$ cat config.mk
export PLATFORM = sky130hd
export DESIGN_NAME = imm_extend_sequencer
export DESIGN_NICKNAME = d
export VERILOG_FILES = /design/src/rtl/imm_extend_sequencer.sv
export SDC_FILE = /design/constraint.sdc
export NUM_CORES = 1
export LEC_CHECK = 0
export ABC_AREA = 1
export BUFFER_PORTS_ARGS = -buffer_cell sky130_fd_sc_hd__buf_2
export CORE_MARGIN = 2
export CORE_UTILIZATION = 58
export DETAILED_ROUTE_END_ITERATION = 12
export PLACE_DENSITY_LB_ADDON = 0.08
export REMOVE_ABC_BUFFERS = 1
export SYNTH_ARGS = -nofsm -noshare
export SYNTH_HDL_FRONTEND = slang
export SYNTH_SLANG_ARGS = --single-unit
$ cat constraint.sdc
create_clock -name clk -period 13.36 [get_ports clk]
set_input_delay 3.34 -clock clk [delete_from_list [all_inputs] [get_ports clk]]
set_output_delay 3.34 -clock clk [all_outputs]
set_load 0.02 [all_outputs]
$ cat src/rtl/imm_extend_sequencer.sv
// rtl/imm_extend_sequencer.sv - SPARC V8 immediate/target sequencer driving a shared sign-extender
module imm_extend_sequencer #(
    parameter int SETTLE_CYCLES = 1
) (
    input  logic        clk,
    input  logic        reset,
    input  logic        ir_load,
    output logic        ir_ready,
    input  logic [31:0] IR,
    input  logic [31:0] PC,
    input  logic        flush,
    output logic [31:0] ir_q,
    output logic [1:0]  S,
    input  logic [31:0] se_in,
    output logic        out_valid,
    input  logic        out_ready,
    output logic [2:0]  kind,
    output logic [31:0] imm_out,
    output logic [31:0] target_out,
    output logic        has_target
);

    typedef enum logic [1:0] {
        ST_IDLE,
        ST_SETTLE,
        ST_CALC,
        ST_DONE
    } state_t;

    localparam logic [2:0] KIND_NONE   = 3'd0;
    localparam logic [2:0] KIND_SIMM13 = 3'd1;
    localparam logic [2:0] KIND_DISP22 = 3'd2;
    localparam logic [2:0] KIND_DISP30 = 3'd3;
    localparam logic [2:0] KIND_SETHI  = 3'd4;

    // Counter preload: the extender output is sampled on the edge where it reaches zero.
    localparam logic [3:0] CNT_INIT = 4'(SETTLE_CYCLES - 1);

    state_t      state;
    state_t      state_nxt;
    logic [31:0] pc_q;
    logic [3:0]  cnt;
    logic [2:0]  dec_kind;
    logic [1:0]  dec_sel;
    logic        accept;

    assign accept = (state == ST_IDLE) && ir_load && !flush;

    // Format decode of the incoming instruction word into kind and extender select.
    always_comb begin
        dec_kind = KIND_NONE;
        dec_sel  = 2'b11;
        case (IR[31:30])
            2'b01: begin
                dec_kind = KIND_DISP30;
                dec_sel  = 2'b10;
            end
            2'b00: begin
                if (IR[24:22] == 3'b010 || IR[24:22] == 3'b110) begin
                    dec_kind = KIND_DISP22;
                    dec_sel  = 2'b01;
                end else if (IR[24:22] == 3'b100) begin
                    dec_kind = KIND_SETHI;
                    dec_sel  = 2'b11;
                end
            end
            default: begin
                if (IR[13]) begin
                    dec_kind = KIND_SIMM13;
                    dec_sel  = 2'b00;
                end
            end
        endcase
    end

    // State register.
    always_ff @(posedge clk or posedge reset) begin
        if (reset) begin
            state <= ST_IDLE;
        end else begin
            state <= state_nxt;
        end
    end

    // Next state and handshake outputs; flush masks out_valid so an aborted result is never transferred.
    always_comb begin
        state_nxt = state;
        ir_ready  = 1'b0;
        out_valid = 1'b0;
        case (state)
            ST_IDLE: begin
                ir_ready = 1'b1;
                if (accept) begin
                    state_nxt = ST_SETTLE;
                end
            end
            ST_SETTLE: begin
                if (flush) begin
                    state_nxt = ST_IDLE;
                end else if (cnt == 4'd0) begin
                    state_nxt = ST_CALC;
                end
            end
            ST_CALC: begin
                state_nxt = flush ? ST_IDLE : ST_DONE;
            end
            ST_DONE: begin
                out_valid = !flush;
                if (flush || out_ready) begin
                    state_nxt = ST_IDLE;
                end
            end
            default: state_nxt = ST_IDLE;
        endcase
    end

    // Datapath: capture on accept, sample the extender after settling, then form the target.
    always_ff @(posedge clk or posedge reset) begin
        if (reset) begin
            ir_q       <= 32'd0;
            pc_q       <= 32'd0;
            S          <= 2'b00;
            kind       <= KIND_NONE;
            cnt        <= 4'd0;
            imm_out    <= 32'd0;
            target_out <= 32'd0;
            has_target <= 1'b0;
        end else begin
            case (state)
                ST_IDLE: begin
                    if (accept) begin
                        ir_q <= IR;
                        pc_q <= PC;
                        kind <= dec_kind;
                        S    <= dec_sel;
                        cnt  <= CNT_INIT;
                    end
                end
                ST_SETTLE: begin
                    if (!flush) begin
                        if (cnt == 4'd0) begin
                            case (kind)
                                KIND_SIMM13, KIND_DISP22, KIND_DISP30: imm_out <= se_in;
                                KIND_SETHI: imm_out <= {se_in[21:0], 10'b0};
                                default:    imm_out <= 32'd0;
                            endcase
                        end else begin
                            cnt <= cnt - 4'd1;
                        end
                    end
                end
                ST_CALC: begin
                    if (!flush) begin
                        if (kind == KIND_DISP22 || kind == KIND_DISP30) begin
                            target_out <= pc_q + (imm_out << 2);
                            has_target <= 1'b1;
                        end else begin
                            target_out <= 32'd0;
                            has_target <= 1'b0;
                        end
                    end
                end
                default: ;
            endcase
        end
    end

endmodule

[Word level (Yosys, flattened, before mapping)]
Cells that the tools add are included.
Cells by class
  reduce and logical (&&, ||, !) cells: 16
  equal/unequal tests: 16
  bitwise logic cells: 1
  mux-type cells: 22
  $add $sub $neg: 2
Operators by type and width (count)
  32-bit case mux with 2 select lines: 1
  32-bit adder: 1
  32-bit two-way mux: 1
  2-bit two-way mux: 7
  4-bit two-way mux: 3
  3-bit by 2-bit == test with 1-bit output (second input constant): 3
  3-bit == test (second input constant): 3
  2-bit inequality test (second input constant): 4
  2-bit case mux with 4 select lines: 1
  4-bit case mux with 2 select lines: 1
  3-bit two-way mux: 2
  3-bit case mux with 2 select lines: 1
  3-bit AND reduction: 2
  2-bit by 1-bit == test with 1-bit output (second input constant): 2
  2-bit == test (second input constant): 2
  2-bit zero test: 2
  4-bit zero test: 1
  1-bit two-way mux: 4
  2-bit case mux with 2 select lines: 1
  2-bit AND reduction: 2
  4-bit AND reduction: 1
  4-bit by 1-bit subtractor with 4-bit output (second input constant): 1
  3-bit by 1-bit == test with 1-bit output (second input constant): 1
  1-bit logical OR: 3
  other kinds (6): 7
Word-level totals
  word-level logic and storage cells: 66
  input bits: 101
  output and inout port bits: 104
  bits in registers: 140

[Depth between registers and ports, before layout]
Gate-level depths: netlist (run 1).
  depth in word-level cells: 5
  gate-level depth with buffers: 13
  depth with buffers taken out: 13

[Worst setup path after synthesis (run 1)]
OpenSTA, ideal clock, no wires.
  path type: input port to output port
  start point: input flush
  end point: output out_valid
  setup slack: 6.134 ns
  data arrival time: 3.886 ns
  cell stages on the path: 1
  buffers on the path: 0
  required time: 10.020 ns
  cells stage by stage: nor3_1
Between the ends
  longest elaborated chain between the ends: 2
Ends and longest elaborated chain
  start, declared: RTL line 11  | input logic flush,
  1-bit zero test
  1-bit two-way mux: RTL line 90  | case (state)
  end, declared: RTL line 15  | output logic out_valid,
No other way between the ends.

[Worst setup path after layout (run 1)]
Ends and elaborated chain as after synthesis.

==> results of run 1 <==
==> critical path, delay by kind of cell <==
family | cells | cell delay, ns
buffers and inverters | 2 | 0.35
AND/OR/NAND/NOR | 1 | 0.23
==> through the flow <==
step / power, µW / utilization
global route: 2850 / 0.724
global placement: 2080 / 0.676
floorplan: 1690 / -
CTS: 2630 / 0.724
detailed placement: 2110 / 0.676
finish: 2630 / 0.724
==> cell usage in the layout (no fill, tap or decap), types with 3 or more instances in the layout <==
| cell | instances |
|---|---|
| a21oi_1 | 76 |
| clkinv_2 | 4 |
| o21ai_0 | 30 |
| nor2_1 | 72 |
| nand2_1 | 457 |
| nand4_1 | 4 |
| inv_1 | 123 |
| nand3_1 | 66 |
| clkinv_4 | 3 |
| o21bai_1 | 3 |
| inv_2 | 7 |
| buf_2 | 204 |
| clkbuf_16 | 17 |
| buf_4 | 5 |
| dfrtp_1 | 140 |
| ha_1 | 31 |
| bufinv_16 | 4 |
| nor3_1 | 8 |
| o31ai_2 | 9 |
| nor2_4 | 3 |
| inv_6 | 3 |
==> layer usage <==
layer  track usage  vias to the layer above  share of wire
met3        0.0798                       63          0.072
met4         0.159                        6          0.039
li1              -                     3783              -
met2         0.508                      294           0.47
met5             0                        -         0.0023
met1         0.396                     3484           0.42
==> registers in the layout (all words and copies together), names as in the netlist <==
name / flops
has_target: 1
cnt: 4
pc_q: 32
kind: 3
S: 2
state: 2
imm_out: 32
target_out: 32
ir_q: 32
==> cell type report <==
cell class | instances | area, µm²
Fill cell | 1156 | 3640
Multi-Input combinational cell | 779 | 3640
Sequential cell | 140 | 3500
Timing Repair Buffer | 209 | 1060
Inverter | 131 | 497
Clock buffer | 18 | 439
Tap cell | 176 | 220
Clock inverter | 14 | 191
Antenna cell | 1 | 2.50
==> how the worst max path moves through the flow <==
| stage | start | endpoint | depth (start not counted) |
|---|---|---|---|
| after floorplan | flush | out_valid | 1 |
| after global placement | flush | out_valid | 3 |
| final | flush | out_valid | 3 |
| after CTS | flush | out_valid | 3 |
| after detailed placement | flush | out_valid | 3 |
| after global routing | flush | out_valid | 3 |
==> kinds of logic after synthesis <==
logic type | count (synthesis)
AO/OA/AOI/OAI | 129
flip-flops | 140
buffers and inverters | 163
AND/OR/NAND/NOR | 617
XOR/XNOR | 1
adder cells (fa/ha/maj) | 32
==> report_power, final <==
part	internal, µW	leakage [µW]	switching (µW)
Sequential	618	0.00177	132
Clock	318	0.000310	188
Combinational	447	0.00352	931
Total	1380	0.00559	1250
==> metrics, run 1 <==
clk root buf=clkbuf_16; Seq/Total Area, Yosys=0.450; residual DRC count=0; post-synthesis compound-gate area fraction=0.0973; total CTS buffers=17; first-pass GRT wire length=35200 µm; Slew headroom=0.351; Mapped Cells=1082; asr flop ratio synth=1.00; Clock Skew=0.00808 ns; post-route cell area=9550 µm²; # hold bufs at CTS=0; CP Cell Sequence=buf_2, nor3_1, buf_2; vias in the first global route=7283; Vias/cell=5.20; Top-Level Pins=205; Fin. Hold Viols=0; synth cell count leaders=nand2_1, dfrtp_1, inv_1, a21oi_1, nor2_1; H-tree depth=4; WL final=21700 µm; Non-Filler Instances=1468; hold path start=ir_q[4]; Leakage=0.00559 µW; Hold Path Stages=2; Die X=120 µm; clk buf depth=2; FF+latch count, synth=140; routed len/inst=14.7 µm; post-synthesis adder-cell area fraction=0.0524; Setup Fix Bufs, Post-CTS=0; GRT overflow=0; Max-Cap Viols=0; Die Y=120 µm; CP startpoint kind=input pin; post-route setup TNS=0 ns; Clock transition at path regs=0.06 ns; nets=1411; Critical R2R Launch=state[0]; unrepaired setup endpoints after global routing=false; Initial Util=0.590; CTS sink cnt=140; initial antenna violation count=5; Pwr per Cell Area=276 nW/µm²; PostCTS Resize Cnt=0; synthesized area=7780 µm²; Unique masters post-synth=34; IO buf count=204; Worst-Skew Late Latency=0.42 ns; largest area contributor in the netlist=dfrtp_1; largest family of logic cells by synthesized area=simple AND/OR/NAND/NOR gates; Post-DP Area=8920 µm²; mux contribution to synthesized area=0; Antenna Nets Post-Route=0; hpwl dp=16200 µm; critical path type=in2out; die area=14400 µm²; VDD IR max=0.145 mV; GRT Util Overall=0.315; CTS tree=done; EDFF count, synth=0; synthesized area per cell=7.19 µm²; area fraction of the dominant cell type after synthesis=0.450; RePlAce Congestion=0.908; Critical Path Max Stage Delay=0.23 ns; synth warn=0; num rows=42; fraction of final layout cells sized beyond drive strength 1=0.205; Synth area leaders=dfrtp_1, nand2_1, inv_1; worst hold slack=0.466 ns; pre-CTS setup slack=6.10 ns; largest net degree at the start of global routing=88; Post-Synth Simple-Gate Area=0.317; Reg2Reg Depth=9; status=finished, final reports clean; DRT Pass-1 Iters=5; Area Growth Syn to Fin=22.8%; most frequent CP cell=buf_2; post-route minimum period=7.26 ns; R2R Setup Slk=10.84 ns; Synth Area in XOR/XNOR=0.00113; Worst path slowest cell=nor3_1; CP Data Arrival Time=3.92 ns; measured slew at the worst slew-check pin=0.972 ns; Final setup viols=0; fmax=138 MHz; WP data required=10.02 ns; Pins Over Slew Limit=0; period utilization=0.543; vias=7630; final worst slack=6.10 ns; CP Max Fanout=4; Hold Crit Class=reg2reg; core footprint=13200 µm²; Primary FF master, synth=dfrtp_1; Critical Path Sink Type=output port; WHS Endpoint=ir_q[4]; reg2reg end=kind[1]; most common cell in the synthesized netlist=nand2_1; Starting DRT DRC Count=529; placed cells=1435
Power figures use the tool's default switching activity.
==> inputs of run 2 (changes only) <==
--- a/config.mk
+++ b/config.mk
@@ -5,10 +5,10 @@
 export SDC_FILE = /design/constraint.sdc
 export NUM_CORES = 1
 export LEC_CHECK = 0
-export ABC_AREA = 1
+export ABC_AREA = 0
 export BUFFER_PORTS_ARGS = -buffer_cell sky130_fd_sc_hd__buf_2
 export CORE_MARGIN = 2
-export CORE_UTILIZATION = 58
+export CORE_UTILIZATION = 53
 export DETAILED_ROUTE_END_ITERATION = 12
 export PLACE_DENSITY_LB_ADDON = 0.08
 export REMOVE_ABC_BUFFERS = 1
==> constraint.sdc (replaced) <==
create_clock -name clk -period 7.19 [get_ports clk]
set_input_delay 1.7975 -clock clk [delete_from_list [all_inputs] [get_ports clk]]
set_output_delay 1.7975 -clock clk [all_outputs]
set_load 0.02 [all_outputs]
==> run 2 against run 1 <==
Clock-buffer cell count unchanged. Largest cell class is now registers. Highest routed layer is now met4. Sequential power increased by 81%. Sequential share of layout area increased by 2.2 points. Register-to-register slack got worse by 6.5 ns. Via count decreased by 18%. Combinational power increased by 60%. Largest power group unchanged. Global-route usage decreased by 2.1 points. Power increased by 73%. Critical path depth unchanged. Utilization decreased by 4.4 points.
==> metrics, run 2 <==
diode count=0 (-1); clk root buf=clkbuf_16; vias=6265 (-18%); fmax=244 MHz; Unique masters post-synth=62 (+82%); first-pass GRT wire length=32700 µm (-7.0%); area fraction of the dominant cell type after synthesis=0.487 (+0.0368); Pwr per Cell Area=506 nW/µm² (+83%); fraction of final layout cells sized beyond drive strength 1=0.357 (+0.151); initial antenna violation count=0 (-5); Hold Crit Class=reg2reg; measured slew at the worst slew-check pin=0.972 ns (+0.0000625 ns); Initial Util=0.543 (-0.0467); num rows=42 (unchanged); Worst-Skew Late Latency=0.42 ns (about the same); EDFF count, synth=0 (unchanged); Area Growth Syn to Fin=25.2%; Fin. Hold Viols=0 (unchanged); cell family with most CP delay=buffers and inverters; final core occ=0.680 (-0.0444); residual DRC count=0 (unchanged); synthesized area per cell=10.3 µm² (+43%); Clock transition at path regs=0.06 ns (about the same); core footprint=13200 µm² (+0.40%); nets=1027 (-27%); GR Layer Usage met2=0.489 (-0.0192); unrepaired setup endpoints after global routing=false; Pins Over Slew Limit=0 (unchanged); Worst path slowest cell=and3b_1; H-tree depth=4 (unchanged); hpwl dp=15200 µm (-6.3%); PostCTS Resize Cnt=0 (unchanged); Clock Skew=0.00984 ns (+0.00176 ns); Slew headroom=0.352 (+0.000673); largest area contributor in the netlist=dfrtp_1; commonest cells after routing, fill and taps aside=buf_2, dfrtp_1, nand2_1; CP Max Fanout=7 (+3); Mapped Cells=701 (-35%); Primary FF master, synth=dfrtp_1; placed cells=1051 (-27%); final worst slack=3.09 ns (-3.02 ns); VDD IR max=0.291 mV (+100%); Seq/Total Area, Yosys=0.487 (+0.0368); synthesized area=7190 µm² (-7.6%); Global Route met1 Usage=0.378 (-0.0178); Critical Path Sink Type=output port; Starting DRT DRC Count=379 (-28%); CTS tree=done; post-route minimum period=4.10 ns; Setup Fix Bufs, Post-CTS=0 (unchanged); Synth area leaders=dfrtp_1, mux2_2, ha_1; Vias/cell=5.79 (+11%); WL final=20600 µm (-4.9%); vias in the first global route=6236 (-14%); FF+latch count, synth=140 (unchanged); pre-CTS setup slack=3.09 ns (-3.01 ns); routed len/inst=19.0 µm (+29%); RePlAce Congestion=0.963 (+6.1%); Final setup viols=0 (unchanged); period utilization=0.570; largest net degree at the start of global routing=84 (-4.5%); most common cell after layout, fill and taps aside=buf_2; Non-Filler Instances=1082 (-26%); Die X=120 µm (+0.56%); # hold bufs at CTS=0 (unchanged); Top-Level Pins=205 (unchanged); clk buf depth=2 (unchanged); most common cell in the synthesized netlist=dfrtp_1; synth warn=0 (unchanged); most frequent CP cell=buf_2; CP Data Arrival Time=2.30 ns (-1.62 ns); IO buf count=204 (unchanged); DRT Pass-1 Iters=5 (unchanged); CP bufs+invs=2 (unchanged); asr flop ratio synth=1.00 (unchanged); critical path type=in2out; die area=14500 µm² (+1.1%); GRT Util Overall=0.295 (-0.0206); Antenna Nets Post-Route=0 (unchanged); Die Y=120 µm (+0.56%); CTS sink cnt=140 (unchanged); busiest grt layer=met2; WP data required=5.39 ns (-4.63 ns); synth cell count leaders=dfrtp_1, nand2_1, o21ai_0, mux2_2; Max-Cap Viols=0 (unchanged); Leakage=0.00441 µW (-21%); Critical Path Max Stage Delay=0.20 ns (-0.03 ns); status=finished, final reports clean; GRT met3 Usage=0.0830 (+0.00317); CP Cell Sequence=buf_2, and3b_1, buf_2; total CTS buffers=17 (unchanged); GRT overflow=0 (unchanged); CP startpoint kind=input pin
==> run 2: changes by cell type in the layout (fill, tap and decap cells not counted), sizes merged, moves of 7 or more <==
cell and delta:
nand3 -54, mux2 +64, nor2 -44, o21ai +48, nor2b +7, a21o +9, a22oi +22, nand2 -357
o31ai -10, inv -113, xnor2 +11, xor2 +13, a21oi -43
==> run 2: cell type report <==
cell class,count,area (µm²)
clock buffer,18,439
fill,1080,4240
timing repair buffer,211,1070
tap,176,220
clock inverter,13,214
inverter,17,68.8
sequential,140,3500
multi-input combinational,507,3480
==> run 2: power breakdown <==
part,internal (µW),switching [µW],total [µW]
logic,860,1350,2210
registers,1120,245,1360
clock network,627,353,980
==> run 2: worst paths after layout <==
check	start	to	slack (ns)	cells after the start
min reg2reg	target_out[27]	target_out[27]	0.47	2
max	flush	out_valid	3.09	3
min in group asynchronous	reset	ir_q[10]	1.50	2
max in group asynchronous	reset	pc_q[22]	4.42	3
min	target_out[27]	target_out[27]	0.47	2
max reg2reg	imm_out[0]	target_out[26]	4.31	10
==> run 2: routing by layer <==
layer  share of wire  up-vias
met5               0        -
met4           0.017        0
li1                -     2927
met1            0.41     3036
met2            0.50      278
met3           0.076       24
==> run 2: kinds of logic (layout without fill, tap and decap cells) <==
group,count (synthesis),after routing,share of synthesized area
multiplexers,66,66,0.103
XOR/XNOR,25,25,0.0304
AO/OA/AOI/OAI,193,193,0.172
flip-flops,140,140,0.487
AND/OR/NAND/NOR,191,191,0.119
buffers and inverters,54,259,0.0315
adder cells (fa/ha/maj),32,32,0.0567
==> run 2: per-stage QoR <==
| stage | total power [µW] | instance area, µm² | hold WS [ns] | TNS (ns) |
|---|---|---|---|---|
| floorplan | 2880 | 7030 | 0.462 | -214.78 |
| global placement | 3510 | 8350 | 0.458 | 0 |
| detailed placement | 3560 | 8350 | 0.466 | 0 |
| CTS | 4550 | 9000 | 0.479 | 0 |
| global route | 4850 | 9000 | 0.500 | 0 |
| finish | 4550 | 9000 | 0.470 | 0 |
==> run 2: tightest hold or removal path, cell delays in order (launching register included) <==
cell and delay [ns]:
dfrtp_1 0.34, nand2_1 0.04, o21ai_0 0.06
==> inputs of run 3 (changes only) <==
==> constraint.sdc (replaced) <==
create_clock -name clk -period 3.9 [get_ports clk]
set_input_delay 0.975 -clock clk [delete_from_list [all_inputs] [get_ports clk]]
set_output_delay 0.975 -clock clk [all_outputs]
set_load 0.02 [all_outputs]
==> run 3 against run 2 <==
Clock power increased by 66%. Via count is 0.45% higher. Clock-buffer cell count up 2. First-iteration DRC count grew 7.1%. Global-route usage increased by 0.28 points. Clock skew decreased by 0.0016 ns. Power grew 82%. Combinational power up 86%. Utilization is 0.28 points lower.
==> metrics, run 3 (synthesized netlist as in run 2, its figures left out) <==
status=finished, final reports clean; clk buf depth=2 (unchanged); Worst-Skew Late Latency=0.43 ns (about the same); Hold Crit Class=reg2reg; nets=1028 (+0.097%); Clock Skew=0.00823 ns (-0.00161 ns); num rows=42 (unchanged); CP Max Fanout=5 (-2); Top-Level Pins=205 (unchanged); IO buf count=204 (unchanged); clk root buf=clkbuf_16; CTS sink cnt=140 (unchanged); core footprint=13200 µm² (unchanged); Die Y=120 µm (unchanged); DRT Pass-1 Iters=7 (+2); fraction of final layout cells sized beyond drive strength 1=0.357 (about the same); Clock transition at path regs=0.06 ns (about the same); Vias/cell=5.81 (+0.26%); VDD IR max=0.457 mV (+57%); hpwl dp=16000 µm (+4.8%); Worst path slowest cell=or4_1; diode count=0 (unchanged); Antenna Nets Post-Route=0 (unchanged); commonest cells after routing, fill and taps aside=buf_2, dfrtp_1, nand2_1; # hold bufs at CTS=0 (unchanged); vias in the first global route=6134 (-1.6%); Fin. Hold Viols=0 (unchanged); largest net degree at the start of global routing=84 (unchanged); cell family with most CP delay=simple AND/OR/NAND/NOR gates; Pins Over Slew Limit=0 (unchanged); post-route setup TNS=0 ns (unchanged); routed len/inst=19.5 µm (+2.7%); CTS tree=done; fill count=1058 (-2.0%); GRT overflow=0 (unchanged); CP bufs+invs=1 (-1); critical path type=reg2reg; pre-CTS setup slack=1.14 ns (-1.96 ns); initial antenna violation count=0 (unchanged); residual DRC count=0 (unchanged); fmax=362 MHz; CP startpoint kind=flip-flop; WP data required=4.26 ns (-1.13 ns); Pwr per Cell Area=924 nW/µm² (+83%); Starting DRT DRC Count=406 (+7.1%); final worst slack=1.14 ns (-1.95 ns); Critical Path Max Stage Delay=0.49 ns (+0.29 ns); Initial Util=0.543 (unchanged); Post-DP Area=8370 µm² (+0.24%); CP Cell Sequence=ha_1, inv_1, fa_1, nand2b_1, a21oi_2, o21ai_2, a2111oi_2, nor2_2, or4_1, nand3_1; Critical Path Sink Type=flip-flop; unrepaired setup endpoints after global routing=false; final core occ=0.677 (-0.00283); Final setup viols=0 (unchanged); vias=6293 (+0.45%); total CTS buffers=17 (unchanged); Setup Fix Bufs, Post-CTS=0 (unchanged); first-pass GRT wire length=32900 µm (+0.42%); RePlAce Congestion=0.940 (-2.5%); Leakage=0.00438 µW (-0.67%); Max-Cap Viols=0 (unchanged); CP Data Arrival Time=3.12 ns (+0.82 ns); H-tree depth=4 (unchanged); GRT Util Overall=0.298 (+0.00282); most common cell after layout, fill and taps aside=buf_2; Die X=120 µm (unchanged); period utilization=0.709; Area Growth Syn to Fin=24.6%; PostCTS Resize Cnt=0 (unchanged); die area=14500 µm² (unchanged); WL final=21200 µm (+2.9%); post-route cell area=8960 µm² (-0.42%); Slew headroom=0.339 (-0.0125); measured slew at the worst slew-check pin=0.991 ns (+0.0188 ns); post-route minimum period=2.76 ns
[run 3: cell types whose count changed in the layout (fill, tap and decap cells not counted), sizes merged]
cell / delta
bufinv: -3
inv: -1
clkbuf: +2
clkinvlp: +3
buf: +1
[run 3: worst reg2reg max path: stages, from the launching register on]
cell and delay, ns:
dfrtp_1 0.37, ha_1 0.18, inv_1 0.06, fa_1 0.38, nand2b_1 0.21, a21oi_2 0.21
o21ai_2 0.11, a2111oi_2 0.46, nor2_2 0.12, or4_1 0.49, nand3_1 0.09
[run 3: routing by layer]
layer,GRT usage,up-vias,part of all wire
li1,-,2919,-
met1,0.387,3043,0.42
met2,0.491,293,0.48
met3,0.0717,38,0.069
met4,0.0996,0,0.022
met5,0,-,0
[run 3: cell type report]
type | instances | area [µm²] | share of cell area
clock buffers | 20 | 457 | 0.0509
flip-flops and latches | 140 | 3500 | 0.391
inverters | 17 | 68.8 | 0.00768
clock inverters | 12 | 139 | 0.0155
repair buffers | 212 | 1090 | 0.122
multi-input cells | 507 | 3480 | 0.388
well taps | 176 | 220 | 0.0246
[run 3: per-stage QoR]
stage | hold slack (ns) | power, µW | instances
after floorplan | 0.462 | 5300 | 664
after global placement | 0.460 | 6530 | 1052
after detailed placement | 0.465 | 6610 | 1052
after CTS | 0.477 | 8280 | 1084
after global routing | 0.509 | 8790 | 1084
final | 0.472 | 8290 | 1084
[run 3: path summary, 6_finish.rpt]
check / start / endpoint / slack (ns) / cells past startpoint
max in group asynchronous: reset / target_out[13] / 2.42 / 3
min in group asynchronous: reset / ir_q[1] / 0.69 / 2
min: has_target / has_target / 0.47 / 2
max reg2reg: imm_out[0] / target_out[22] / 1.14 / 10
max: imm_out[0] / target_out[22] / 1.14 / 10
min reg2reg: has_target / has_target / 0.47 / 2
[run 3: power by group]
part / switching, µW / internal, µW
Sequential: 473 / 2060
Combinational: 2530 / 1590
Clock: 651 / 980
Total: 3660 / 4630
